## config.mk

```make
export PLATFORM = sky130hd
export DESIGN_NAME = normalizer32
export DESIGN_NICKNAME = d
export VERILOG_FILES = /design/src/rtl/normalizer32_pkg.sv /design/src/rtl/normalizer32.sv
export SDC_FILE = /design/constraint.sdc
export NUM_CORES = 1
export LEC_CHECK = 0
export CAP_MARGIN = 5
export CORE_ASPECT_RATIO = 1.2
export CORE_MARGIN = 3
export CORE_UTILIZATION = 35
export DETAILED_ROUTE_END_ITERATION = 7
export SETUP_SLACK_MARGIN = 0.2
export SYNTH_ARGS = -nofsm -noshare
export SYNTH_HDL_FRONTEND = slang
export SYNTH_SLANG_ARGS = --single-unit
```

## constraint.sdc

```tcl
create_clock -name clk -period 2.5 [get_ports clk]
set_input_delay 0.5 -clock clk [delete_from_list [all_inputs] [get_ports clk]]
set_output_delay 0.5 -clock clk [all_outputs]
set_load 0.005 [all_outputs]
```

## src/rtl/normalizer32_pkg.sv

```systemverilog
// normalizer32_pkg: shared constants and FSM encoding for normalizer32.
//   OP_W          operand / result width
//   CNT_W         shift-count width
//   MODE_UNSIGNED normalize until bit31 = 1
//   MODE_SIGNED   normalize until bit31 != bit30
package normalizer32_pkg;

    localparam int unsigned OP_W  = 32;
    localparam int unsigned CNT_W = 5;

    localparam logic MODE_UNSIGNED = 1'b0;
    localparam logic MODE_SIGNED   = 1'b1;

    typedef enum logic [1:0] {
        ST_IDLE  = 2'd0,
        ST_SHIFT = 2'd1,
        ST_DONE  = 2'd2
    } state_t;

endpackage

```

## src/rtl/normalizer32.sv

```systemverilog
// normalizer32: iterative left-normalizer, one shift per clock.
//   clk, rst_n  clock, asynchronous active-low reset
//   start       request, sampled only in IDLE (captures a and mode)
//   mode        0 = unsigned normalize, 1 = signed normalize
//   a           operand
//   busy        high while shifting
//   done        one-cycle pulse, result/count/zero valid
//   result      operand shifted left by count, zero-filled
//   count       number of shifts applied
//   zero        operand cannot be normalized (all-zero, or all-one in signed mode)
module normalizer32
    import normalizer32_pkg::*;
(
    input  logic              clk,
    input  logic              rst_n,
    input  logic              start,
    input  logic              mode,
    input  logic [OP_W-1:0]   a,
    output logic              busy,
    output logic              done,
    output logic [OP_W-1:0]   result,
    output logic [CNT_W-1:0]  count,
    output logic              zero
);

    state_t             state_q, state_d;
    logic [OP_W-1:0]    work_q, work_d;
    logic [CNT_W-1:0]   cnt_q, cnt_d;
    logic               mode_q, mode_d;
    logic               busy_q, busy_d;
    logic               done_q, done_d;
    logic [OP_W-1:0]    result_q, result_d;
    logic [CNT_W-1:0]   count_q, count_d;
    logic               zero_q, zero_d;

    logic               is_degen_c;
    logic               is_norm_c;

    // Termination tests on the working register
    assign is_degen_c = (work_q == '0) || ((mode_q == MODE_SIGNED) && (work_q == '1));
    assign is_norm_c  = (mode_q == MODE_SIGNED) ? (work_q[OP_W-1] ^ work_q[OP_W-2])
                                                : work_q[OP_W-1];

    // State and datapath registers
    always_ff @(posedge clk or negedge rst_n) begin
        if (!rst_n) begin
            state_q  <= ST_IDLE;
            work_q   <= '0;
            cnt_q    <= '0;
            mode_q   <= MODE_UNSIGNED;
            busy_q   <= 1'b0;
            done_q   <= 1'b0;
            result_q <= '0;
            count_q  <= '0;
            zero_q   <= 1'b0;
        end else begin
            state_q  <= state_d;
            work_q   <= work_d;
            cnt_q    <= cnt_d;
            mode_q   <= mode_d;
            busy_q   <= busy_d;
            done_q   <= done_d;
            result_q <= result_d;
            count_q  <= count_d;
            zero_q   <= zero_d;
        end
    end

    // Next-state and output logic; outputs only change when an operation completes
    always_comb begin
        state_d  = state_q;
        work_d   = work_q;
        cnt_d    = cnt_q;
        mode_d   = mode_q;
        busy_d   = busy_q;
        done_d   = 1'b0;
        result_d = result_q;
        count_d  = count_q;
        zero_d   = zero_q;

        unique case (state_q)
            ST_IDLE: begin
                if (start) begin
                    work_d  = a;
                    mode_d  = mode;
                    cnt_d   = '0;
                    busy_d  = 1'b1;
                    state_d = ST_SHIFT;
                end
            end
            ST_SHIFT: begin
                if (is_degen_c) begin
                    result_d = work_q;
                    count_d  = '0;
                    zero_d   = 1'b1;
                    busy_d   = 1'b0;
                    done_d   = 1'b1;
                    state_d  = ST_DONE;
                end else if (is_norm_c) begin
                    result_d = work_q;
                    count_d  = cnt_q;
                    zero_d   = 1'b0;
                    busy_d   = 1'b0;
                    done_d   = 1'b1;
                    state_d  = ST_DONE;
                end else begin
                    // Non-degenerate operands normalize by 31 shifts, so cnt never wraps
                    work_d = {work_q[OP_W-2:0], 1'b0};
                    cnt_d  = cnt_q + CNT_W'(1);
                end
            end
            ST_DONE: begin
                state_d = ST_IDLE;
            end
            default: begin
                state_d = ST_IDLE;
                busy_d  = 1'b0;
            end
        endcase
    end

    assign busy   = busy_q;
    assign done   = done_q;
    assign result = result_q;
    assign count  = count_q;
    assign zero   = zero_q;

endmodule

```

Word-level counts from Yosys, hierarchy flattened

Index checks and enable logic that the tools add are counted.

$add $sub $neg: 1
Equal/unequal tests: 7
Muxes and demuxes: 25
Bitwise gates (word level): 2
Reduce and logical (&&, ||, !) cells: 11

Operators with widths:

| kind                                                             | number |
|---|---|
| 32-bit 2-to-1 mux                                                | 5 |
| 32-bit case mux with 2 select lines                              | 1 |
| 32-bit == test (second input constant)                           | 1 |
| 32-bit logical NOT                                               | 1 |
| 5-bit 2-to-1 mux                                                 | 5 |
| 5-bit case mux with 2 select lines                               | 1 |
| 1-bit 2-to-1 mux                                                 | 8 |
| 2-bit 2-to-1 mux                                                 | 3 |
| 2-bit != test (second input constant)                            | 3 |
| 2-bit AND reduction                                              | 3 |
| 5-bit by 1-bit adder with 5-bit output (second input constant)   | 1 |
| 2-bit case mux with 2 select lines                               | 1 |
| 4-bit AND reduction                                              | 1 |
| 2-bit nonzero test                                               | 2 |
| 3-bit != test (second input constant)                            | 1 |
| 1-bit case mux with 3 select lines                               | 1 |
| 3-bit AND reduction                                              | 1 |
| 2-bit by 1-bit == test with 1-bit output (second input constant) | 1 |
| 2-bit == test (second input constant)                            | 1 |
| 2-bit logical NOT                                                | 1 |
| 1-bit logical AND                                                | 1 |
| 1-bit logical OR                                                 | 1 |
| 1-bit NOT                                                        | 1 |
| 1-bit XOR                                                        | 1 |

Register bits: 80
Input port bits: 36
Output and inout port bits: 40
Logic and storage cells: 55

Depth between registers and ports, before layout

Gate-level depths: netlist (run 1).

Depth in word-level cells: 5
Gate-level depth with buffers: 9

Worst setup path after synthesis (run 1)

No wires, ideal clock.

Path type: reg2reg
From: register work_q[30]
To: register result_q[28], in the netlist result[28]
Library setup time: 0.125 ns
Arrival: 2.007 ns
Data required time: 2.375 ns
Path slack: 0.368 ns
Stages on the path, launching flop included: 9
Buffers on the path: 2
Clock period less this slack: 2.132 ns
Path through: dfrtp_1 ha_1 nand4_1 or4_4 o22ai_4 o21ai_2 buf_4 buf_6 mux2_4

Cells in the longest elaborated chain, start to end: 5

Ends and longest elaborated chain:

| item                                 | line               | source |
|---|---|---|
| from (decl)                          | normalizer32.sv:27 | `logic [OP_W-1:0] work_q, work_d;` |
| from (signal assigned)               | normalizer32.sv:58 | `work_q <= work_d;` |
| 32-bit == test                       | normalizer32.sv:40 | `assign is_degen_c = (work_q == '0) \|\| ((mode_q == MODE_SIGNED) && (work_q == '1));` |
| 1-bit logical AND                    | normalizer32.sv:40 |  |
| 1-bit logical OR                     | normalizer32.sv:40 |  |
| 2-bit nonzero test (no source line)  | -                  |  |
| 2-bit AND reduction (no source line) | -                  |  |
| to (signal assigned)                 | normalizer32.sv:63 | `result_q <= result_d;` |
| to (decl)                            | normalizer32.sv:32 | `logic [OP_W-1:0] result_q, result_d;` |

Several ways; a longest one is shown, not always the timed one.
A chain may end at the register's enable or synchronous reset.

Worst setup path in the final report (run 1)

From: register work_q[30]
To: register count_q[0], in the netlist count[0]

Cells in the longest elaborated chain, start to end: 5

Ends and longest elaborated chain:

| item                                 | line               | source |
|---|---|---|
| 32-bit == test                       | normalizer32.sv:40 |  |
| 1-bit logical AND                    | normalizer32.sv:40 |  |
| 1-bit logical OR                     | normalizer32.sv:40 |  |
| 2-bit nonzero test (no source line)  | -                  |  |
| 2-bit AND reduction (no source line) | -                  |  |
| to (signal assigned)                 | normalizer32.sv:64 | `count_q <= count_d;` |
| to (decl)                            | normalizer32.sv:33 | `logic [CNT_W-1:0] count_q, count_d;` |

Several ways; a longest one is shown, not always the timed one.

==> impl_metrics.csv, run 1 <==
group,metric,value,unit
status,outcome,"finished, final reports clean",
sta,tns,0,ps
floorplanning,die_area,11310,µm²
synth,synth_ff_type,"dfrtp_1",
route,viasPerCell,5.221,
sta,drv_slew,0,
critical_path,reg2reg_from,"work_q[30]",
power_and_ir_drop,power.density,1357,nW/µm²
clocking,root_buffer,"clkbuf_16",
critical_path,cp-start-kind,"flop",
power_and_ir_drop,total_power,6570,µW
sta,period_minus_slack,2187,ps
power_and_ir_drop,seq_power_share,38.5,%
critical_path,r2r_setup_slack,310,ps
synth,synth_edf_count,0,
sta,worstMarginPinSlew,626.0,ps
critical_path,worstReg2RegEnd,"count[0]",
critical_path,crit_fanout,22,
global_route,busiest_layer,"met2",
final_layout,nFillCells,896,
final_layout,multi_input_area,1424,µm²
sta,hold_viol,0,
place,post_dp_cell_area,4476,µm²
clocking,cts_tree,"yes",
floorplanning,num_rows,39,
power_and_ir_drop,switchingPower,2212,µW
sta,final.setup_skew,7.745,ps
route,final_antenna_net_count,0,
power_and_ir_drop,vdd_drop_max,0.6553,mV
sta,relSlewSlack,58.27,%
route,drt-initial-drc-count,75,
final_layout,final_cell_mix,"dfrtp_1, clkdlybuf4s50_1, nand2_1, nor3_1, mux2_2",
sta,grt_setup_unrepaired,"no",
place,place_hpwl,6.207,mm
power_and_ir_drop,p_sw_share,33.67,%
synth,syn_area_per_cell,10.80,µm²
global_route,grt_pass1_wl,14.68,mm
synth,synth_nets,365,
clocking,clock_path_buffers,2,
final_layout,insertedDiodeCount,0,
global_route,grt_pass1_vias,2935,
place,gp_congestion,0.7860,
synth,synthCells,326,
final_layout,syn2layout_area_growth,37.44,%
sta,layout_setup_ws,312.6,ps
critical_path,required,2720,ps
power_and_ir_drop,p_clk_share,21.1,%
clocking,clock_sinks,80,
flow_run,drv_cap,0,
route,via_count,2788,
synth,synth_area_leaders,"dfrtp_1, mux2_2, nand2_1",
critical_path,critPathKind,"reg -> reg",
synth,synth_top_area_share,56.84,%
synth,syn_area,3522,µm²
global_route,grtUsageMet1,19.99,%
clocking,insertion_delay,330,ps
critical_path,cp-end-kind,"flop",
clocking,path_clk_slew,60,ps
floorplanning,initial_core_util,36.45,%
final_layout,drive_above_1_share,16.55,%
synth,synth_largest_area_cell,"dfrtp_1",
synth,async_flop_share,100.0,%
synth,ys.warnings.count,0,
critical_path,crit_arrival,2410,ps
final_layout,finalNonFillerCells,534,
place,dp_slack,102.9,ps
clocking,htree_num_levels,3,
route,post_drt_wl_per_cell,16.45,µm
power_and_ir_drop,internal_power,4358,µW
min_path,worstHoldPathType,"in -> async",
floorplanning,die_h,115.9,µm
route,drc,0,
sta,setup_violations,0,
global_route,grt_usage,16.41,%
critical_path,r2r_cells,8,
synth,synth.distinct_cells,37,
sta,finalCritPeriodShare,87.50,%
floorplanning,io_pins,76,
route,drt_wl_total,8.785,mm
global_route,grt_start_max_net_pins,47,
place,port_buffers,75,
synth,yosysSeqAreaShare,56.84,%
sta,max_freq,457.2,MHz
global_route,grt-ovfl-total,0,
clocking,postCtsHoldBufs,0,
power_and_ir_drop,leakage,0.002026,µW
final_layout,ff_latch_area,2003,µm²
floorplanning,fp.dieW,97.58,µm
final_layout,nNetsFinal,445,
floorplanning,core_region_area,9662,µm²
final_layout,layout_commonest_cell,"dfrtp_1",
global_route,met3_usage,3.432,%
global_route,antenna_found_initial,0,
global_route,use_met2,27.98,%
place,dp.cells,516,
route,drtPass1Iterations,4,
clocking,numCtsBuffers,9,
power_and_ir_drop,power_frac_comb,40.4,%
final_layout,final_area,4841,µm²
synth,synth-seq-cells,80,
-- through the flow --
stage               hold WS (ps)  util [%]
floorplan                  204.4         -
global placement           476.2     46.32
detailed placement         492.5     46.32
CTS                        198.7     49.91
global route               229.9     50.10
finish                     184.5     50.10
-- power groups by stage --
stage	combinational [µW]	clock, µW	sequential, µW
after floorplan	1550	0	2390
after global placement	2610	0	2530
after detailed placement	2650	0	2550
after CTS	2690	1430	2530
after global routing	2940	1480	2620
final	2650	1390	2530
-- worst max-delay path, stage by stage (launching register included) --
cell,delay (ps)
dfrtp_1,390
ha_1,160
nand4_1,90
or4_4,530
o22ai_4,200
buf_8,190
buf_8,180
nor2_1,120
a22o_1,190
-- worst max path at each step --
stage,startpoint,endpoint,slack [ps],depth (start not counted)
3_3_place_gp,work_q[30],result[20],170,8
3_5_place_dp,work_q[30],result[12],100,8
4_1_cts,work_q[31],count[0],210,9
5_1_grt,work_q[30],work_q[8],210,9
6_report,work_q[30],count[0],310,8
2_1_floorplan,work_q[30],result[28],370,8
-- final cells by class --
type,instances,area share [%]
clock buffer,13,5.169
clock inverter,3,1.344
inverter,7,0.5428
tap,123,3.179
timing repair buffer,89,18.97
multi-input combinational,219,29.41
sequential,80,41.38
-- registers in the layout (all words and copies together), names as in the netlist --
| register | count |
|---|---|
| mode_q | 1 |
| cnt_q | 5 |
| result | 32 |
| count | 5 |
| busy | 1 |
| work_q | 32 |
| state_q | 2 |
| done | 1 |
| zero | 1 |
-- what timing repair did --
item,4_1_cts,5_1_grt
gates cloned,0,0
endpoints found under the hold margin,0,0
gates resized for setup,2,5
setup buffers,2,0
pin swaps,2,3
endpoints found under the setup margin,27,39
-- synthesized netlist by cell type (all sizes together) (2+ instances only) --
| master | number |
|---|---|
| nand2 | 66 |
| nand3 | 4 |
| a22o | 6 |
| dfrtp | 80 |
| nor2 | 4 |
| nand4 | 10 |
| nor4 | 6 |
| or4 | 2 |
| buf | 4 |
| o22ai | 2 |
| clkbuf | 16 |
| mux2 | 32 |
| ha | 3 |
| inv | 7 |
| o21ai | 3 |
| mux2i | 4 |
| nor3 | 32 |
| a31oi | 28 |
| a21oi | 5 |
-- metal layers --
layer	wire length, µm	up-vias
met5	0	-
met4	198	0
met3	268	13
met2	4422	60
met1	3896	1368
li1	-	1347
-- logic make-up (layout without fill, tap and decap cells) --
kind of cell,Yosys count,in the layout,share of synthesized area [%]
AO/OA/AOI/OAI,49,49,9.734
XOR/XNOR,1,1,0.2487
adder cells (fa/ha/maj),3,3,1.066
buffers and inverters,27,112,3.268
flip-flops,80,80,56.84
multiplexers,36,36,11.69
AND/OR/NAND/NOR,130,130,17.16
Power figures use the tool's default switching activity.
==> inputs of run 2 (changes only) <==
--- a/config.mk
+++ b/config.mk
@@ -7,7 +7,7 @@
 export LEC_CHECK = 0
 export CAP_MARGIN = 5
 export CORE_ASPECT_RATIO = 1.2
-export CORE_MARGIN = 3
+export CORE_MARGIN = 10
 export CORE_UTILIZATION = 35
 export DETAILED_ROUTE_END_ITERATION = 7
 export SETUP_SLACK_MARGIN = 0.2
==> run 2 against run 1 <==
  * First-iteration DRC count up 120%
  * Register-to-register slack improved by 20 ps
  * Critical path depth is 2 lower
  * Count of clock-buffer cells in the layout is 1 lower
  * Critical endpoint is now result[2]
  * Critical path type unchanged
  * Global-route usage fell by 2.8 points
  * Maximum frequency grew 0.99%
  * Combinational power grew 3%
  * Non-clock buffer count stayed put
  * Clock skew fell by 0.95 ps
  * Setup slack better by 21 ps
  * Flip-flop and latch count unchanged
  * Sequential share of layout area down 0.16 points
==> impl_metrics.csv, run 2 (synthesis results as in run 1) <==
group,metric,value,unit
status,outcome,"finished, final reports clean",
place,gp_congestion,0.8771,
power_and_ir_drop,power.density,1388,nW/µm²
sta,max_freq,461.7,MHz
clocking,clock_sinks,80,
floorplanning,io_pins,76,
power_and_ir_drop,vdd_drop_max,0.4670,mV
final_layout,insertedDiodeCount,0,
critical_path,critPathKind,"reg -> reg",
min_path,worstHoldPathType,"in -> async",
sta,grt_setup_unrepaired,"no",
final_layout,ff_latch_area,2002,µm²
power_and_ir_drop,p_clk_share,21.9,%
clocking,postCtsHoldBufs,0,
sta,drv_slew,0,
floorplanning,num_rows,40,
clocking,cts_tree,"yes",
power_and_ir_drop,seq_power_share,37.5,%
final_layout,syn2layout_area_growth,37.90,%
power_and_ir_drop,total_power,6742,µW
sta,setup_violations,0,
place,place_hpwl,6.819,mm
final_layout,nFillCells,920,
final_layout,multi_input_area,1423,µm²
power_and_ir_drop,switchingPower,2313,µW
clocking,clock_path_buffers,2,
clocking,path_clk_slew,60,ps
clocking,root_buffer,"clkbuf_16",
floorplanning,die_h,129.9,µm
sta,worstMarginPinSlew,596.1,ps
critical_path,required,2720,ps
sta,relSlewSlack,60.26,%
flow_run,drv_cap,0,
final_layout,drive_above_1_share,17.03,%
final_layout,final_area,4857,µm²
place,dp_slack,168.0,ps
critical_path,crit_arrival,2390,ps
final_layout,final_cell_mix,"dfrtp_1, clkdlybuf4s50_1, nand2_1, nor3_1, mux2_2",
sta,final.setup_skew,6.797,ps
critical_path,cp-start-kind,"flop",
floorplanning,initial_core_util,35.54,%
floorplanning,fp.dieW,111.6,µm
global_route,grt_pass1_vias,2951,
global_route,grt_pass1_wl,15.91,mm
route,drc,0,
route,drt-initial-drc-count,164,
final_layout,nNetsFinal,445,
floorplanning,core_region_area,9910,µm²
sta,timing.hold.ws,161.3,ps
sta,period_minus_slack,2166,ps
critical_path,crit_fanout,18,
route,drtPass1Iterations,6,
global_route,grt_usage,13.62,%
route,drt_wl_total,9.754,mm
global_route,grt-ovfl-total,0,
clocking,htree_num_levels,3,
clocking,insertion_delay,340,ps
global_route,grt_start_max_net_pins,46,
sta,layout_setup_ws,333.9,ps
route,via_count,2809,
power_and_ir_drop,leakage,0.002032,µW
final_layout,layout_commonest_cell,"dfrtp_1",
floorplanning,die_area,14490,µm²
clocking,numCtsBuffers,9,
sta,finalCritPeriodShare,86.64,%
sta,tns,0,ps
power_and_ir_drop,power_frac_comb,40.6,%
power_and_ir_drop,internal_power,4429,µW
route,viasPerCell,5.231,
sta,hold_viol,0,
global_route,antenna_found_initial,0,
route,final_antenna_net_count,0,
route,post_drt_wl_per_cell,18.16,µm
power_and_ir_drop,p_sw_share,34.30,%
place,post_dp_cell_area,4487,µm²
place,port_buffers,75,
critical_path,cp-end-kind,"flop",
==> run 2: stage by stage <==
stage,util [%],std cells
6_report,49.02,537
5_1_grt,49.02,537
4_1_cts,48.98,537
3_5_place_dp,45.28,520
3_3_place_gp,45.28,520
2_1_floorplan,-,326
==> run 2: metal layers <==
metal,global-route usage (%),up-vias,part of all wire (%)
met4,7.116,0,2.5
met3,3.306,20,4.3
met1,16.43,1381,44
met2,22.20,67,50
li1,-,1341,-
met5,0,-,0
==> run 2: path summary, 6_finish.rpt <==
kind                         endpoint  depth (start not counted)  slack (ps)        from
max in group asynchronous  result[31]                          2        1720       rst_n
max                         result[2]                          6         330  work_q[21]
min in group clk             count[4]                          1         490    cnt_q[4]
max reg2reg                 result[2]                          6         330  work_q[21]
min                        work_q[16]                          1         160       rst_n
min reg2reg                  count[4]                          1         490    cnt_q[4]
==> run 2: power groups by stage <==
stage	Sequential [µW]	Clock, µW	Combinational [µW]
finish	2530	1470	2740
floorplan	2390	0	1550
global placement	2550	0	2670
global route	2620	1560	3010
CTS	2530	1500	2790
detailed placement	2550	0	2730
==> run 2: area by class of cell <==
cell class / instances / share of cell area, %
Clock buffer: 12 / 5.487
Clock inverter: 4 / 1.546
Inverter: 7 / 0.5410
Multi-Input combinational cell: 219 / 29.29
Sequential cell: 80 / 41.22
Tap cell: 126 / 3.246
Timing Repair Buffer: 89 / 18.68
==> run 2: worst max-delay path, stage by stage (launching register included) <==
cell and delay [ps]:
dfrtp_1 490, nand4_1 120, or4_1 610, o22ai_4 210, o21ai_4 140, buf_12 190
mux2_2 280
==> run 2: repair_timing <==
action | in CTS | in global routing
setup buffers | 1 | 0
gates cloned | 0 | 0
setup endpoints to repair | 24 | 49
resized for setup | 1 | 2
pin swaps | 1 | 2
==> inputs of run 3 (changes only) <==
--- a/config.mk
+++ b/config.mk
@@ -7,10 +7,11 @@
 export LEC_CHECK = 0
 export CAP_MARGIN = 5
 export CORE_ASPECT_RATIO = 1.2
-export CORE_MARGIN = 10
+export CORE_MARGIN = 5
 export CORE_UTILIZATION = 35
 export DETAILED_ROUTE_END_ITERATION = 7
 export SETUP_SLACK_MARGIN = 0.2
+export SLEW_MARGIN = 20
 export SYNTH_ARGS = -nofsm -noshare
 export SYNTH_HDL_FRONTEND = slang
 export SYNTH_SLANG_ARGS = --single-unit
==> run 3 against run 2 <==
  * Combinational power shrank 4%
  * Largest cell class unchanged
  * Critical endpoint is now result[28]
  * Critical path type unchanged
  * Non-clock buffer count grew 1
  * Highest routed layer unchanged
  * Maximum frequency grew 1.1%
  * Flip-flop and latch count is the same
  * Clock power shrank 7%
  * First-iteration DRC count shrank 26%
==> impl_metrics.csv, run 3 (synthesis results as in run 1) <==
group,metric,value,unit
status,outcome,"finished, final reports clean",
sta,tns,0,ps
clocking,clock_path_buffers,2,
sta,finalCritPeriodShare,85.68,%
power_and_ir_drop,leakage,0.002025,µW
critical_path,path_delay_family,"simple AND/OR/NAND/NOR gates",
critical_path,worstReg2RegEnd,"result[28]",
critical_path,r2r_cells,8,
final_layout,insertedDiodeCount,0,
power_and_ir_drop,power_frac_comb,40.0,%
final_layout,nNetsFinal,446,
sta,relSlewSlack,59.59,%
floorplanning,die_h,119.9,µm
critical_path,cp_num_cells,8,
route,post_drt_wl_per_cell,17.37,µm
global_route,grt-ovfl-total,0,
sta,grt_setup_unrepaired,"no",
sta,worstMarginPinSlew,599.8,ps
sta,timing.hold.ws,116.0,ps
critical_path,crit_chain,"inv_1 > ha_1 > nor4b_4 > nand4_1 > o22ai_4 > o21ai_4 > buf_4 > mux2_4",
critical_path,crit_fanout,16,
clocking,insertion_delay,330,ps
critical_path,cp-start-kind,"flop",
critical_path,cp-end-kind,"flop",
min_path,worstHoldPathType,"in -> async",
clocking,cts_tree,"yes",
power_and_ir_drop,seq_power_share,39.1,%
place,dp_slack,228.4,ps
power_and_ir_drop,p_clk_share,20.9,%
sta,max_freq,466.9,MHz
clocking,postCtsHoldBufs,0,
global_route,grt_pass1_wl,15.54,mm
global_route,antenna_found_initial,0,
critical_path,critPathLaunch,"work_q[31]",
global_route,grt_usage,16.19,%
clocking,path_clk_slew,60,ps
sta,layout_setup_ws,358.1,ps
sta,setup_violations,0,
power_and_ir_drop,power.density,1360,nW/µm²
route,drtPass1Iterations,4,
critical_path,critPathBufInv,2,
route,drt-initial-drc-count,121,
power_and_ir_drop,switchingPower,2254,µW
critical_path,cpPeakStageDelay,410,ps
critical_path,r2r_setup_slack,360,ps
place,place_hpwl,6.454,mm
floorplanning,fp.dieW,101.6,µm
route,drt_wl_total,9.308,mm
clocking,clock_sinks,80,
critical_path,crit_arrival,2350,ps
critical_path,critPathKind,"reg -> reg",
critical_path,endpoint,"result[28]",
floorplanning,io_pins,76,
final_layout,layout_commonest_cell,"dfrtp_1",
power_and_ir_drop,p_sw_share,34.39,%
route,final_antenna_net_count,0,
sta,drv_slew,0,
final_layout,syn2layout_area_growth,36.77,%
clocking,htree_num_levels,3,
final_layout,final_cell_mix,"dfrtp_1, clkdlybuf4s50_1, nand2_1, nor3_1, mux2_2",
clocking,root_buffer,"clkbuf_16",
critical_path,slowest_stage,"dfrtp_1",
floorplanning,die_area,12180,µm²
power_and_ir_drop,vdd_drop_max,0.4935,mV
floorplanning,core_region_area,9910,µm²
floorplanning,initial_core_util,35.54,%
floorplanning,num_rows,40,
sta,period_minus_slack,2142,ps
critical_path,reg2reg_from,"work_q[31]",
route,via_count,2854,
route,drc,0,
place,gp_congestion,0.8113,
global_route,grt_pass1_vias,3005,
route,viasPerCell,5.325,
place,port_buffers,75,
flow_run,drv_cap,0,
sta,final.setup_skew,5.829,ps
global_route,grt_start_max_net_pins,48,
power_and_ir_drop,internal_power,4299,µW
final_layout,drive_above_1_share,16.83,%
clocking,numCtsBuffers,9,
critical_path,required,2710,ps
sta,hold_viol,0,
## run 3: power groups by stage
stage / Sequential, µW / Clock [µW] / Combinational (µW)
6_report: 2560 / 1370 / 2620
5_1_grt: 2650 / 1450 / 2910
4_1_cts: 2550 / 1390 / 2660
3_5_place_dp: 2560 / 0 / 2650
3_3_place_gp: 2560 / 0 / 2590
2_1_floorplan: 2390 / 0 / 1550
## run 3: worst min path at each step
stage	end	slack, ps	cells after the start
2_1_floorplan	busy	200	0
3_3_place_gp	result[17]	480	1
3_5_place_dp	result[17]	490	1
4_1_cts	result[17]	140	1
5_1_grt	mode_q	150	1
6_report	result[17]	120	1
## run 3: area by class of cell
class / count / area [µm²]
fillers: 919 / 5092
multi-input cells: 219 / 1433
flip-flops and latches: 80 / 2002
clock inverters: 4 / 70.07
clock buffers: 10 / 239.0
repair buffers: 90 / 889.6
well taps: 126 / 157.7
inverters: 7 / 26.28
## run 3: stage by stage
stage / area [µm²] / power (µW) / util [%] / instances
after global routing: 4817 / 7008 / 48.61 / 536
after global placement: 4482 / 5147 / 45.23 / 521
after floorplan: 3522 / 3937 / - / 326
after CTS: 4791 / 6589 / 48.35 / 535
after detailed placement: 4482 / 5211 / 45.23 / 521
final: 4817 / 6553 / 48.61 / 536
## run 3: what timing repair did
item                                    4_1_cts  5_1_grt
endpoints found under the setup margin        0       66
buffers inserted                              0        1
endpoints found under the hold margin         0        0
gates resized for setup                       0        3
## run 3: routing by layer
| metal | up-vias | global-route usage [%] | wire [µm] |
|---|---|---|---|
| met5 | - | 0 | 0 |
| met4 | 0 | 5.237 | 155 |
| met3 | 9 | 3.837 | 474 |
| met2 | 88 | 25.45 | 4666 |
| met1 | 1419 | 21.95 | 4011 |
| li1 | 1338 | - | - |
